==> src/rtl/core_pkg.sv <==
// Shared definitions for the fetch stage and the CONTROL decoder:
// instruction width, halt opcode, fetch FSM states and the opcode set.
package core_pkg;

   localparam int INSTR_WIDTH = 16;

   // An all-ones word stops the fetch stage instead of being forwarded.
   localparam logic [15:0] HALT_CODE = 16'hFFFF;

   typedef enum logic [1:0] {
      IDLE   = 2'd0,
      RUN    = 2'd1,
      HALTED = 2'd2
   } fetch_state_e;

   // Opcode range shared with CONTROL: ADD is the first code, ADD-with-carry the last.
   localparam logic [15:0] OP_ADD = 16'h0001;
   localparam logic [15:0] OP_ADC = 16'h0010;

   // True when a word lies inside the opcode range CONTROL decodes.
   function automatic logic is_known_opcode(input logic [15:0] word);
      return (word >= OP_ADD) && (word <= OP_ADC);
   endfunction

endpackage

==> src/rtl/instr_fetch_unit.sv <==
// Instruction fetch stage: owns the PC, drives a one-cycle-latency
// instruction memory and presents each fetched word, registered, to CONTROL.
// Supports stall (with replay of the in-flight word), branch redirect and a
// halt opcode that parks the stage until reset.
module instr_fetch_unit #(
   parameter int ADDR_WIDTH  = 8,
   parameter int INSTR_WIDTH = 16
) (
   input  logic                   clk,
   input  logic                   rst_n,
   input  logic                   start,
   input  logic                   stall,
   input  logic                   branch_valid,
   input  logic [ADDR_WIDTH-1:0]  branch_target,
   output logic                   imem_en,
   output logic [ADDR_WIDTH-1:0]  imem_addr,
   input  logic [INSTR_WIDTH-1:0] imem_rdata,
   output logic [INSTR_WIDTH-1:0] command_code,
   output logic                   command_valid,
   output logic [ADDR_WIDTH-1:0]  command_pc,
   output logic                   halted
);

   import core_pkg::*;

   localparam logic [ADDR_WIDTH-1:0]  PC_ONE   = {{(ADDR_WIDTH-1){1'b0}}, 1'b1};
   localparam logic [ADDR_WIDTH-1:0]  PC_ZERO  = {ADDR_WIDTH{1'b0}};
   localparam logic [INSTR_WIDTH-1:0] CODE_ZERO = {INSTR_WIDTH{1'b0}};
   localparam logic [INSTR_WIDTH-1:0] HALT_WORD = {INSTR_WIDTH{1'b1}};

   fetch_state_e            r_state;
   logic [ADDR_WIDTH-1:0]   r_pc;
   logic                    r_issued;
   logic [ADDR_WIDTH-1:0]   r_issued_addr;
   logic [INSTR_WIDTH-1:0]  r_code;
   logic                    r_valid;
   logic [ADDR_WIDTH-1:0]   r_cmd_pc;
   logic                    r_halted;

   logic                    w_halt_word;

   assign w_halt_word   = (imem_rdata == HALT_WORD);

   assign command_code  = r_code;
   assign command_valid = r_valid;
   assign command_pc    = r_cmd_pc;
   assign halted        = r_halted;

   // Read request: branch target wins, a stall suppresses the read, otherwise fetch the PC.
   always_comb begin
      imem_en   = 1'b0;
      imem_addr = r_pc;
      case (r_state)
         RUN: begin
            if (branch_valid) begin
               imem_en   = 1'b1;
               imem_addr = branch_target;
            end else if (stall) begin
               imem_en   = 1'b0;
               imem_addr = r_pc;
            end else begin
               imem_en   = 1'b1;
               imem_addr = r_pc;
            end
         end
         default: begin
            imem_en   = 1'b0;
            imem_addr = r_pc;
         end
      endcase
   end

   // PC, in-flight tracking, output registers and FSM; synchronous active-low reset.
   always_ff @(posedge clk) begin
      if (!rst_n) begin
         r_state       <= IDLE;
         r_pc          <= PC_ZERO;
         r_issued      <= 1'b0;
         r_issued_addr <= PC_ZERO;
         r_code        <= CODE_ZERO;
         r_valid       <= 1'b0;
         r_cmd_pc      <= PC_ZERO;
         r_halted      <= 1'b0;
      end else begin
         case (r_state)
            IDLE: begin
               r_issued <= 1'b0;
               if (start) begin
                  r_state <= RUN;
               end else begin
                  r_state <= IDLE;
               end
            end
            RUN: begin
               if (branch_valid) begin
                  // Redirect: the word arriving now belongs to the old path.
                  r_pc          <= branch_target + PC_ONE;
                  r_issued      <= 1'b1;
                  r_issued_addr <= branch_target;
                  r_valid       <= 1'b0;
               end else if (stall) begin
                  // Outputs freeze; an arriving word is dropped and fetched again later.
                  if (r_issued) begin
                     r_pc <= r_issued_addr;
                  end else begin
                     r_pc <= r_pc;
                  end
                  r_issued <= 1'b0;
               end else begin
                  r_pc          <= r_pc + PC_ONE;
                  r_issued      <= 1'b1;
                  r_issued_addr <= r_pc;
                  if (r_issued) begin
                     if (w_halt_word) begin
                        r_valid  <= 1'b0;
                        r_halted <= 1'b1;
                        r_issued <= 1'b0;
                        r_state  <= HALTED;
                     end else begin
                        r_code   <= imem_rdata;
                        r_cmd_pc <= r_issued_addr;
                        r_valid  <= 1'b1;
                     end
                  end else begin
                     r_valid <= 1'b0;
                  end
               end
            end
            HALTED: begin
               r_state  <= HALTED;
               r_issued <= 1'b0;
               r_valid  <= 1'b0;
            end
            default: begin
               r_state <= IDLE;
            end
         endcase
      end
   end

endmodule

==> config.mk <==
export PLATFORM = sky130hd
export DESIGN_NAME = instr_fetch_unit
export DESIGN_NICKNAME = d
export VERILOG_FILES = /design/src/rtl/core_pkg.sv /design/src/rtl/instr_fetch_unit.sv
export SDC_FILE = /design/constraint.sdc
export NUM_CORES = 1
export LEC_CHECK = 0
export ABC_CLOCK_PERIOD_IN_PS = 6100
export CAP_MARGIN = 10
export CORE_MARGIN = 2
export CORE_UTILIZATION = 59
export DETAILED_ROUTE_END_ITERATION = 16
export DONT_BUFFER_PORTS = 1
export PLACE_DENSITY = 0.78
export SYNTH_ARGS = -nofsm -noshare
export SYNTH_HDL_FRONTEND = slang
export SYNTH_SLANG_ARGS = --single-unit
==> constraint.sdc <==
create_clock -name clk -period 6.1 [get_ports clk]
set_input_delay 1.83 -clock clk [delete_from_list [all_inputs] [get_ports clk]]
set_output_delay 1.83 -clock clk [all_outputs]
set_load 0.005 [all_outputs]
; Word-level counts from Yosys, hierarchy flattened
; Cells that the tools add are included.
[op_classes]
reduce_logical = 10
add_sub_neg = 2
eq_ne = 10
bitwise = 3
n_mux = 25
[ops]
columns = cell, n
row1 = 2-to-1 mux 8 bit, 7
row2 = adder 8 x 1 -> 8 bit (second input constant), 2
row3 = == test 16 bit (second input constant), 1
row4 = 2-to-1 mux 1 bit, 11
row5 = AND reduction 5 bit, 2
row6 = 2-to-1 mux 2 bit, 4
row7 = inequality test 2 bit (second input constant), 4
row8 = case mux 2 bit (3 select lines), 1
row9 = AND reduction 2 bit, 3
row10 = case mux 1 bit (2 select lines), 2
row11 = AND reduction 4 bit, 1
row12 = nonzero test 2 bit, 2
row13 = inequality test 3 x 1 -> 1 bit (second input constant), 1
row14 = inequality test 3 bit (second input constant), 1
row15 = NOT 1 bit, 3
row16 = == test 2 x 1 -> 1 bit (second input constant), 1
row17 = == test 2 bit (second input constant), 1
row18 = zero test 2 bit, 1
row19 = inequality test 2 x 1 -> 1 bit (second input constant), 1
row20 = OR reduction 2 bit, 1
[totals]
out_inout_bits = 35
input_bits = 29
wordCells = 58
register_bits = 45

; Longest topological paths before layout
[logic_depth]
depth_word = 6
depth_mapped = 9
depth_no_buf = 6

; Worst setup path after synthesis
; No wires, ideal clock.
[synth_path]
kind = input to output
startpoint = input branch_valid
endpoint = output imem_addr[0]
path_buffers = 1
cell_stages = 4
arrival_ns = 2.705
path_slack_ns = 1.565
cell_sequence = buf_2 -> nand2b_1 -> o21ai_1 -> o21ai_0
[synth_via]
elab_chain_cells = 2
[synth_lines]
columns = element, line_no
row1 = "start, declared", instr_fetch_unit.sv:13  ; input logic branch_valid,
row2 = 2-to-1 mux 8 bit, instr_fetch_unit.sv:55  ; if (branch_valid) begin
row3 = 2-to-1 mux 8 bit, instr_fetch_unit.sv:53  ; case (r_state)
row4 = "end, declared", instr_fetch_unit.sv:16  ; output logic [ADDR_WIDTH-1:0] imem_addr,
; Every way passes these cells.

; Worst setup path after layout
; Ends and elaborated chain as after synthesis.

==> results.py <==
metrics = {
    "status": {
        "status": "finished clean",
    },
    "sta": {
        "drv_slew": 0,
        "hold_violations": 0,
        "min_period_over_period": 0.760,
        "slew_headroom": 0.204,
        "setup_violations": 0,
        "rsz0062_at_grt": "no",
        "clock.fmax_ghz": 0.216,
        "worst_clock_skew_ns": 0.00204,
        "fin_crit_ns": 4.64,
        "tns_ns": 0,
        "tightest_slew_ns": 1.19,
    },
    "floorplan": {
        "row_count": 22,
        "dieHeight_microns": 65.3,
        "die_w_microns": 65.3,
        "pin_count": 64,
        "core_sq_um": 3630,
        "die-area_sq_um": 4260,
        "start_util": 0.610,
    },
    "yosys": {
        "synth_fp_nets": 310,
        "synth_top_area_frac": 0.407,
        "synth_most_common_cell": "nand2_1",
        "synth_area_sq_um": 2220,
        "ys_types": 42,
        "synthTopCellsByCount": "nand2_1, dfxtp_1, a21oi_1",
        "seq_area_frac_synth": 0.407,
        "synth_edf_count": 0,
        "synth_cells": 275,
        "async_reset_ff_frac": 0,
        "post-synth-top-area-cell": "dfxtp_1",
        "synth-seq-cells": 45,
        "syn_avg_cell_area_sq_um": 8.06,
        "ys_warn_count": 0,
        "synth.area.top_cells": "dfxtp_1, nand2_1, a21oi_1",
        "synthFlopType": "dfxtp_1",
    },
    "setup_path": {
        "critPathKind": "input pin to primary output",
        "cp_cell_sequence": "nand2b_1 -> o21ai_1 -> o21ai_0",
        "r2r_slack_ns": 4.17,
        "cp_top_family": "compound AO/OA/AOI/OAI gates",
        "crit_required_ns": 4.27,
        "cpMaxStageDelayCell": "o21ai_1",
        "worstPathMaxFanout": 26,
        "max_stage_delay_ns": 0.51,
        "arrival_ns": 2.81,
        "cp_num_buf_inv": 0,
        "cp-end-kind": "primary output",
        "critPathLaunchType": "input pin",
    },
    "layout": {
        "fin_area_sq_um": 2300,
        "nFillCells": 322,
        "diodes": 0,
        "area_delta_synth_final_pct": 3.73,
        "drive_above_1_share": 0.0714,
        "fin_nets": 301,
    },
    "place": {
        "place_hpwl_microns": 3550,
        "portBuffers": 0,
        "gp_congestion": 0.919,
        "dpl_cell_area_sq_um": 2190,
    },
    "min_path": {
        "min_path_type": "flop to flop",
    },
    "clocking": {
        "cts.path.max_buffers": 2,
        "cts_root_buf": "clkbuf_8",
        "clk_pin_slew_ns": 0.08,
        "hold_buffers": 0,
        "cts_setup_buffers": 0,
        "cts.sinks": 45,
        "cts_tree": "done",
        "post_cts_resize_count": 0,
        "clk_latency_ns": 0.29,
        "htreeDepth": 2,
        "cts-buffers-inserted": 5,
    },
    "route": {
        "drt_wl_total_microns": 5060,
        "first_iter_violations": 141,
        "first_pass_iters": 4,
        "drc": 0,
        "via_count": 1926,
        "wl_per_cell_microns": 16.1,
        "drtAntennaViolNets": 0,
        "via_per_inst": 6.13,
    },
    "pwr": {
        "total_leakage_power_uw": 0.000800,
        "power_density_nw_per_um2": 270,
        "total_power_uw": 621,
        "ir_drop_mv": 0.137,
    },
    "global_routing": {
        "grt-ovfl-total": 0,
        "grt_pass1_wl_microns": 7890,
        "grt_usage": 0.238,
        "grt_pass1_vias": 1758,
        "antenna_found_initial": 0,
        "grt_max_degree": 40,
    },
    "run": {
        "maxCapViolCount": 0,
    },
}
==> cells by family after synthesis <==
group,count (synthesis),synth area share
AOI/OAI and AO/OA,65,0.180
and+or+nand+nor,114,0.228
buffers and inverters,22,0.0486
DFF,45,0.407
muxes,15,0.0717
adders and majority gates,6,0.0339
xor gates and xnor gates,8,0.0316
==> layout by cell type, fill, tap and decap left out, types with 5 or more instances in the layout <==
master	n
a211oi_1	7
a21oi_1	31
clkbuf_8	5
dfxtp_1	45
ha_1	6
mux2_2	7
mux2i_1	8
nand2_1	65
nand3_1	7
nand4_1	8
nor2_1	18
o21ai_0	8
xor2_1	5
==> power by group <==
part,switching (uW),leakage [uW],internal (uW)
registers,16.7,0.000364,308
clock network,97.7,0.0000540,119
logic,45.5,0.000381,34.2
total,160,0.000800,461
==> stage by stage <==
stage               setup WS [ns]  hold WS, ns  utilization  cells
finish                       1.46        0.477        0.633    314
global route                 1.41        0.496        0.633    314
CTS                          1.50        0.479        0.633    314
detailed placement           1.49        0.468        0.604    307
global placement             1.55        0.461        0.604    307
floorplan                    1.57        0.445            -    275
==> metal layers <==
layer	up-vias	share of wire	global-route usage
met5	-	0	0
met4	0	0.018	0.0833
met3	11	0.096	0.0839
li1	945	-	-
met2	90	0.45	0.385
met1	880	0.44	0.294
==> worst register-to-register path: stages, from the launching register on <==
cell,delay [ns]
dfxtp_1,0.37
inv_1,0.09
ha_1,0.26
nand3_1,0.13
or2_1,0.68
a2bb2oi_1,0.22
nor2_1,0.05
==> state kept, by name, summed over array words and instances (netlist names) <==
| signal | count |
|---|---|
| r_issued | 1 |
| r_issued_addr | 8 |
| r_state | 2 |
| command_valid | 1 |
| command_pc | 8 |
| halted | 1 |
| r_pc | 8 |
| command_code | 16 |
==> worst paths after layout <==
path / startpoint / end / cells after the start
worst max-delay path: branch_valid / imem_addr[0] / 3
worst min-delay path: command_code[1]$_SDFFE_PN0P_ / command_code[1]$_SDFFE_PN0P_ / 2
worst max register to register: r_state[1]$_SDFFE_PN0P_ / command_valid$_SDFFE_PN0P_ / 6
worst min register to register: command_code[1]$_SDFFE_PN0P_ / command_code[1]$_SDFFE_PN0P_ / 2
==> final cells by class <==
cell class | count | area [sq um] | share of cell area
tap | 48 | 60.1 | 0.0261
timing repair buffer | 1 | 7.51 | 0.00327
multi-input combinational | 208 | 1210 | 0.525
clock inverter | 2 | 35.0 | 0.0152
clock buffer | 5 | 68.8 | 0.0299
inverter | 5 | 18.8 | 0.00817
sequential | 45 | 901 | 0.392
Power figures use the tool's default switching activity.
==> patch 1: new RTL, same flow settings <==
Reset style: asynchronous (`rst_n`), changed in one clocked block. Comments in the files are not updated.
--- a/src/rtl/instr_fetch_unit.sv
+++ b/src/rtl/instr_fetch_unit.sv
@@ -71,7 +71,7 @@
    end
 
    // PC, in-flight tracking, output registers and FSM; synchronous active-low reset.
-   always_ff @(posedge clk) begin
+   always_ff @(posedge clk or negedge rst_n) begin
       if (!rst_n) begin
          r_state       <= IDLE;
          r_pc          <= PC_ZERO;
Function: differs if rst_n is asserted again (counterexample within 4 cycles, from zero or initial values and one cycle with rst_n low); with rst_n held inactive, the same outputs for 10 cycles.
==> patch 1 against the unedited design <==
  * Largest cell class unchanged
  * Highest routed layer unchanged
  * Setup slack improved by 0.18 ns
  * Utilization increased by 1.4 points
  * Design area up 12%
  * Synthesized area is 11% higher
  * Sequential cell count unchanged
  * Wire length rose by 1.1%
Power is not compared: it rests on default switching activity, and its combinational part moved more than twofold at a synthesized area within 25%.
==> patch 1: results (changes against the unedited design) <==
status:
  run_status: "completed"
cells_and_area:
  antenna_cells: 0  # unchanged
  drive_gt1_share_pct: 20.8  # +14 points
  fin_nets: 246  # -18%
  largest_reg_flops: 16  # unchanged
yosys:
  async_reset_ff_share_pct: 100  # +100 points
  ys_top_cells_by_count: "45 x dfrtp_1, 20 x mux2_4, 14 x nand2_1, 14 x o21ai_0, 12 x mux2_2"
  yosysUniqueCellTypes: 45  # +7.1%
  seq_area_frac_synth_pct: 45.7  # +5.0 points
  synth_area_leaders: "dfrtp_1 46%, mux2_4 12%, mux2_2 5.5%"
placed_design:
  gp_congestion: 0.850  # -7.5%
  dpl_worst_slack_ns: 1.64  # +0.142 ns
  placed_area_mm2: 0.00247  # +12%
  hpwl_mm: 3.73  # +5.1%
setup_path:
  r2r-end: "command_code[6]"
  cp_top_family: "simple AND/OR/NAND/NOR gates"
  critPathSlowestCell: "nand2_1"
  reg2reg_depth: 5  # -1
  crit_end: "imem_en"
  crit_start: "branch_valid"
  setup.reg_to_reg.worst_slack_ns: 3.67  # -0.50 ns
  arrival_ns: 2.63  # -0.18 ns
  r2r_start: "r_state[1]"
  slowest_delay_ns: 0.44  # -0.07 ns
timing:
  setup_ws_ns: 1.64  # +0.179 ns
  relSlewSlack_pct: 41.8  # +21 points
  clock_skew_ns: 0.00474  # +0.00270 ns
clocking:
  clock-root-buffer: "clkbuf_8"
  clkLatencyLatePin_ns: 0.29  # about the same
  cts_resized: 0  # unchanged
global_route:
  met3_usage_pct: 6.33  # -2.1 points
  grt.total_usage_pct: 22.7  # -1.1 points
  grt_max_degree: 46  # +15%
  grtUsageMet1_pct: 28.3  # -1.1 points
  grt_pass1_wl_mm: 7.86  # -0.43%
  grt_pass1_vias: 1610  # -8.4%
  grtUsageMet2_pct: 37.1  # -1.4 points
min_path:
  worst_hold_path.num_cells: 2  # unchanged
  min_to: "r_issued_addr[0]"
  min-delay-start: "r_issued_addr[0]"
drt:
  viasPerCell: 6.41  # +4.5%
  wl_mm: 5.12  # +1.1%
  first_iter_violations: 116  # -18%
  first_pass_iters: 5  # +1
==> patch 1: cell count changes in the layout (fill, tap and decap cells not counted), moves of 5 or more <==
cell      unedited run  this run
a211oi_1             7         0
a21oi_1             31         4
a31oi_1              0         5
and3_1               0         6
dfrtp_1              0        45
dfxtp_1             45         0
mux2_2               7        12
mux2_4               0        20
nand2_1             65        14
nor2_1              18         7
o21ai_0              8        14
==> patch 1: layout make-up <==
| type | count | area [um2] |
|---|---|---|
| fillers | 296 | 1420 |
| multi-input cells | 152 | 1250 |
| flip-flops and latches | 45 | 1130 |
| clock buffers | 7 | 86.3 |
| well taps | 50 | 62.6 |
| clock inverters | 1 | 30.0 |
| inverters | 7 | 26.3 |
==> patch 1: power groups by stage <==
stage               combinational [mW]  sequential, mW  clock, mW
floorplan                        0.337           0.536          0
global placement                 0.362           0.581          0
detailed placement               0.376           0.592          0
CTS                              0.379           0.587      0.234
global route                     0.414           0.610      0.251
finish                           0.374           0.587      0.230
==> patch 1: kinds of logic (layout without fill, tap and decap cells) <==
group	after synthesis	after routing	synth area share [%]
and+or+nand+nor	56	56	12.6
DFF	45	45	45.7
AOI/OAI and AO/OA	44	44	12.1
muxes	41	41	21.3
buffers and inverters	18	15	3.50
adders and majority gates	6	6	3.04
xor gates and xnor gates	5	5	1.78
==> patch 1: metrics by stage <==
step                      util, %  cells  hold WS (ns)
after detailed placement     61.7    254         0.515
after floorplan                 -    215         0.460
after global placement       61.7    254         0.499
after global routing         64.6    262         0.545
after CTS                    64.6    262         0.539
final                        64.6    262         0.531
==> patch 1: metal layers <==
| metal | up-vias | share of wire, % |
|---|---|---|
| met5 | - | 0 |
| met4 | 0 | 2.3 |
| met3 | 11 | 8.6 |
| met2 | 93 | 46 |
| met1 | 785 | 43 |
| li1 | 790 | - |
==> patch 2: new RTL, same flow settings <==
Made on the original files. `INSTR_WIDTH` is set to 16 in 2 places; all go to 32.
--- a/src/rtl/core_pkg.sv
+++ b/src/rtl/core_pkg.sv
@@ -2,7 +2,7 @@
 // instruction width, halt opcode, fetch FSM states and the opcode set.
 package core_pkg;
 
-   localparam int INSTR_WIDTH = 16;
+   localparam int INSTR_WIDTH = 32;
 
    // An all-ones word stops the fetch stage instead of being forwarded.
    localparam logic [15:0] HALT_CODE = 16'hFFFF;
--- a/src/rtl/instr_fetch_unit.sv
+++ b/src/rtl/instr_fetch_unit.sv
@@ -4,7 +4,7 @@
 // halt opcode that parks the stage until reset.
 module instr_fetch_unit #(
    parameter int ADDR_WIDTH  = 8,
-   parameter int INSTR_WIDTH = 16
+   parameter int INSTR_WIDTH = 32
 ) (
    input  logic                   clk,
    input  logic                   rst_n,
Ports: changed (resized command_code and imem_rdata); port bits go from 64 to 96. No check against the original RTL was run, so the function may have changed too.
==> patch 2 against the unedited design <==
  * Clock power grew 49%
  * Design area rose by 34%
  * Setup slack better by 0.30 ns
  * Global-route usage fell by 1.2 points
  * Power increased by 33%
  * Largest cell class unchanged
  * Wire length rose by 26%
  * Largest power group unchanged
  * Synthesized area increased by 33%
  * Critical path depth is 1 lower
  * Sequential cell count rose by 16
  * Clock skew rose by 0.0053 ns
  * Utilization increased by 1.7 points
==> patch 2: results (changes against the unedited design) <==
status:
  run_status: "completed"
placed_design:
  gp_congestion: 0.922  # +0.32%
  portBuffers: 0  # unchanged
  hpwl_mm: 4.54  # +28%
global_route:
  grt_pass1_wl_mm: 9.52  # +21%
  grt.total_usage_pct: 22.6  # -1.2 points
  grt_max_degree: 91  # +130%
  grt_pass1_vias: 2037  # +16%
  antenna_found_initial: 0  # unchanged
setup_path:
  r2r_start: "r_state[1]"
  cp_top_family: "multiplexers"
  crit_start: "branch_valid"
  r2r-end: "command_code[14]"
  reg2reg_depth: 7  # +1
  crit_end: "imem_addr[6]"
  critPathSlowestCell: "mux2_2"
  setup.reg_to_reg.worst_slack_ns: 3.55  # -0.62 ns
  worstPathMaxFanout: 23  # -12%
  slowest_delay_ns: 0.40  # -0.11 ns
cells_and_area:
  drive_gt1_share_pct: 9.46  # +2.3 points
  nClkBuffers: 14  # +9
  num-fill-cells: 431  # +34%
  num-nonclk-inverters: 9  # +4
  largest_reg_flops: 32  # +16
  antenna_cells: 0  # unchanged
  nFlopsAndLatches: 61  # +36%
  multi_input_cells: 263  # +26%
  seq_share_pct: 39.6  # +0.37 points
  clkCellAreaFrac_pct: 5.76  # +1.2 points
  signal_buffers: 1  # unchanged
  fin_nets: 396  # +32%
  final-nonclk-buf-share_pct: 0.243  # -0.083 points
  multi_input_area_share_pct: 50.6  # -1.9 points
yosys:
  yosysUniqueCellTypes: 46  # +9.5%
  syn_nets: 407  # +31%
  seq_area_frac_synth_pct: 41.5  # +0.82 points
  synth_ff_type: "dfxtp_1"
  avgSynthCellArea_um2: 8.27  # +2.6%
  synth_area_leaders: "dfxtp_1 41%, nand3_1 8.3%, nand2_1 7.8%"
  ys_top_cells_by_count: "61 x dfxtp_1, 61 x nand2_1, 49 x nand3_1"
  async_reset_ff_share_pct: 0  # unchanged
drt:
  first_iter_violations: 190  # +35%
  via_count: 2463  # +28%
  viasPerCell: 5.92  # -3.5%
  wl_mm: 6.37  # +26%
clocking:
  cts_resized: 0  # unchanged
  clkLatencyLatePin_ns: 0.32  # +0.03 ns
  clock-root-buffer: "clkbuf_8"
  clockBufferDepth: 2  # unchanged
  h-tree-depth: 3  # +1
  path_clk_slew_ns: 0.06  # -0.02 ns
  cts_made_buffers: 9  # +4
min_path:
  worst_hold_path_type: "register to register"
timing:
  relSlewSlack_pct: 51.1  # +31 points
  tns_ns: 0  # unchanged
  clock_skew_ns: 0.00731  # +0.00527 ns
power:
  ir_drop_uv: 131  # -4.1%
  p_leak_nw: 1.09  # +37%
## patch 2: cell count changes after synthesis, moves of 3 or more
| cell | change |
|---|---|
| nand3_1 | +42 |
| o21ai_1 | +34 |
| a21oi_1 | -21 |
| dfxtp_1 | +16 |
| buf_4 | +6 |
| o21ai_0 | +5 |
| inv_1 | +4 |
| nand2_1 | -4 |
| nor2_1 | -4 |
| buf_1 | +3 |
| o21a_1 | +3 |
## patch 2: logic make-up (layout without fill, tap and decap cells)
kind of cell / Yosys count / after routing / synth area share [%]
flops: 61 / 61 / 41.5
fa+ha+maj: 6 / 6 / 2.55
buf+inv: 32 / 25 / 5.44
compound gates: 85 / 85 / 17.9
xor+xnor: 7 / 7 / 2.08
mux: 17 / 17 / 6.16
simple gates: 148 / 148 / 24.4
## patch 2: stage by stage
stage / setup WS (ns) / area (um2)
3_5_place_dp: 1.77 / 2910
2_1_floorplan: 1.72 / 2940
4_1_cts: 1.77 / 3090
3_3_place_gp: 1.78 / 2910
5_1_grt: 1.73 / 3090
6_report: 1.77 / 3090
## patch 2: per-layer routing
layer  global-route usage [%]  wire [um]
met5                        0          0
met4                     8.33         27
met3                     7.23        597
met2                     32.8       2960
met1                     31.6       2780
## patch 2: worst min path at each step
stage	startpoint	slack [ns]	end	cells past startpoint
final	command_code[1]	0.46	command_code[1]	2
after detailed placement	command_code[1]	0.46	command_code[1]	2
after CTS	command_code[1]	0.47	command_code[1]	2
after floorplan	r_issued_addr[5]	0.44	command_pc[5]	2
after global placement	command_code[1]	0.45	command_code[1]	2
after global routing	command_code[21]	0.49	command_code[21]	2
## patch 2: report_power, final
group,internal [mW],total (mW),leakage (nW),switching (mW)
Clock,0.178,0.323,0.0926,0.145
Combinational,0.0353,0.0794,0.507,0.0441
Sequential,0.410,0.424,0.493,0.0139
Total,0.624,0.827,1.09,0.203
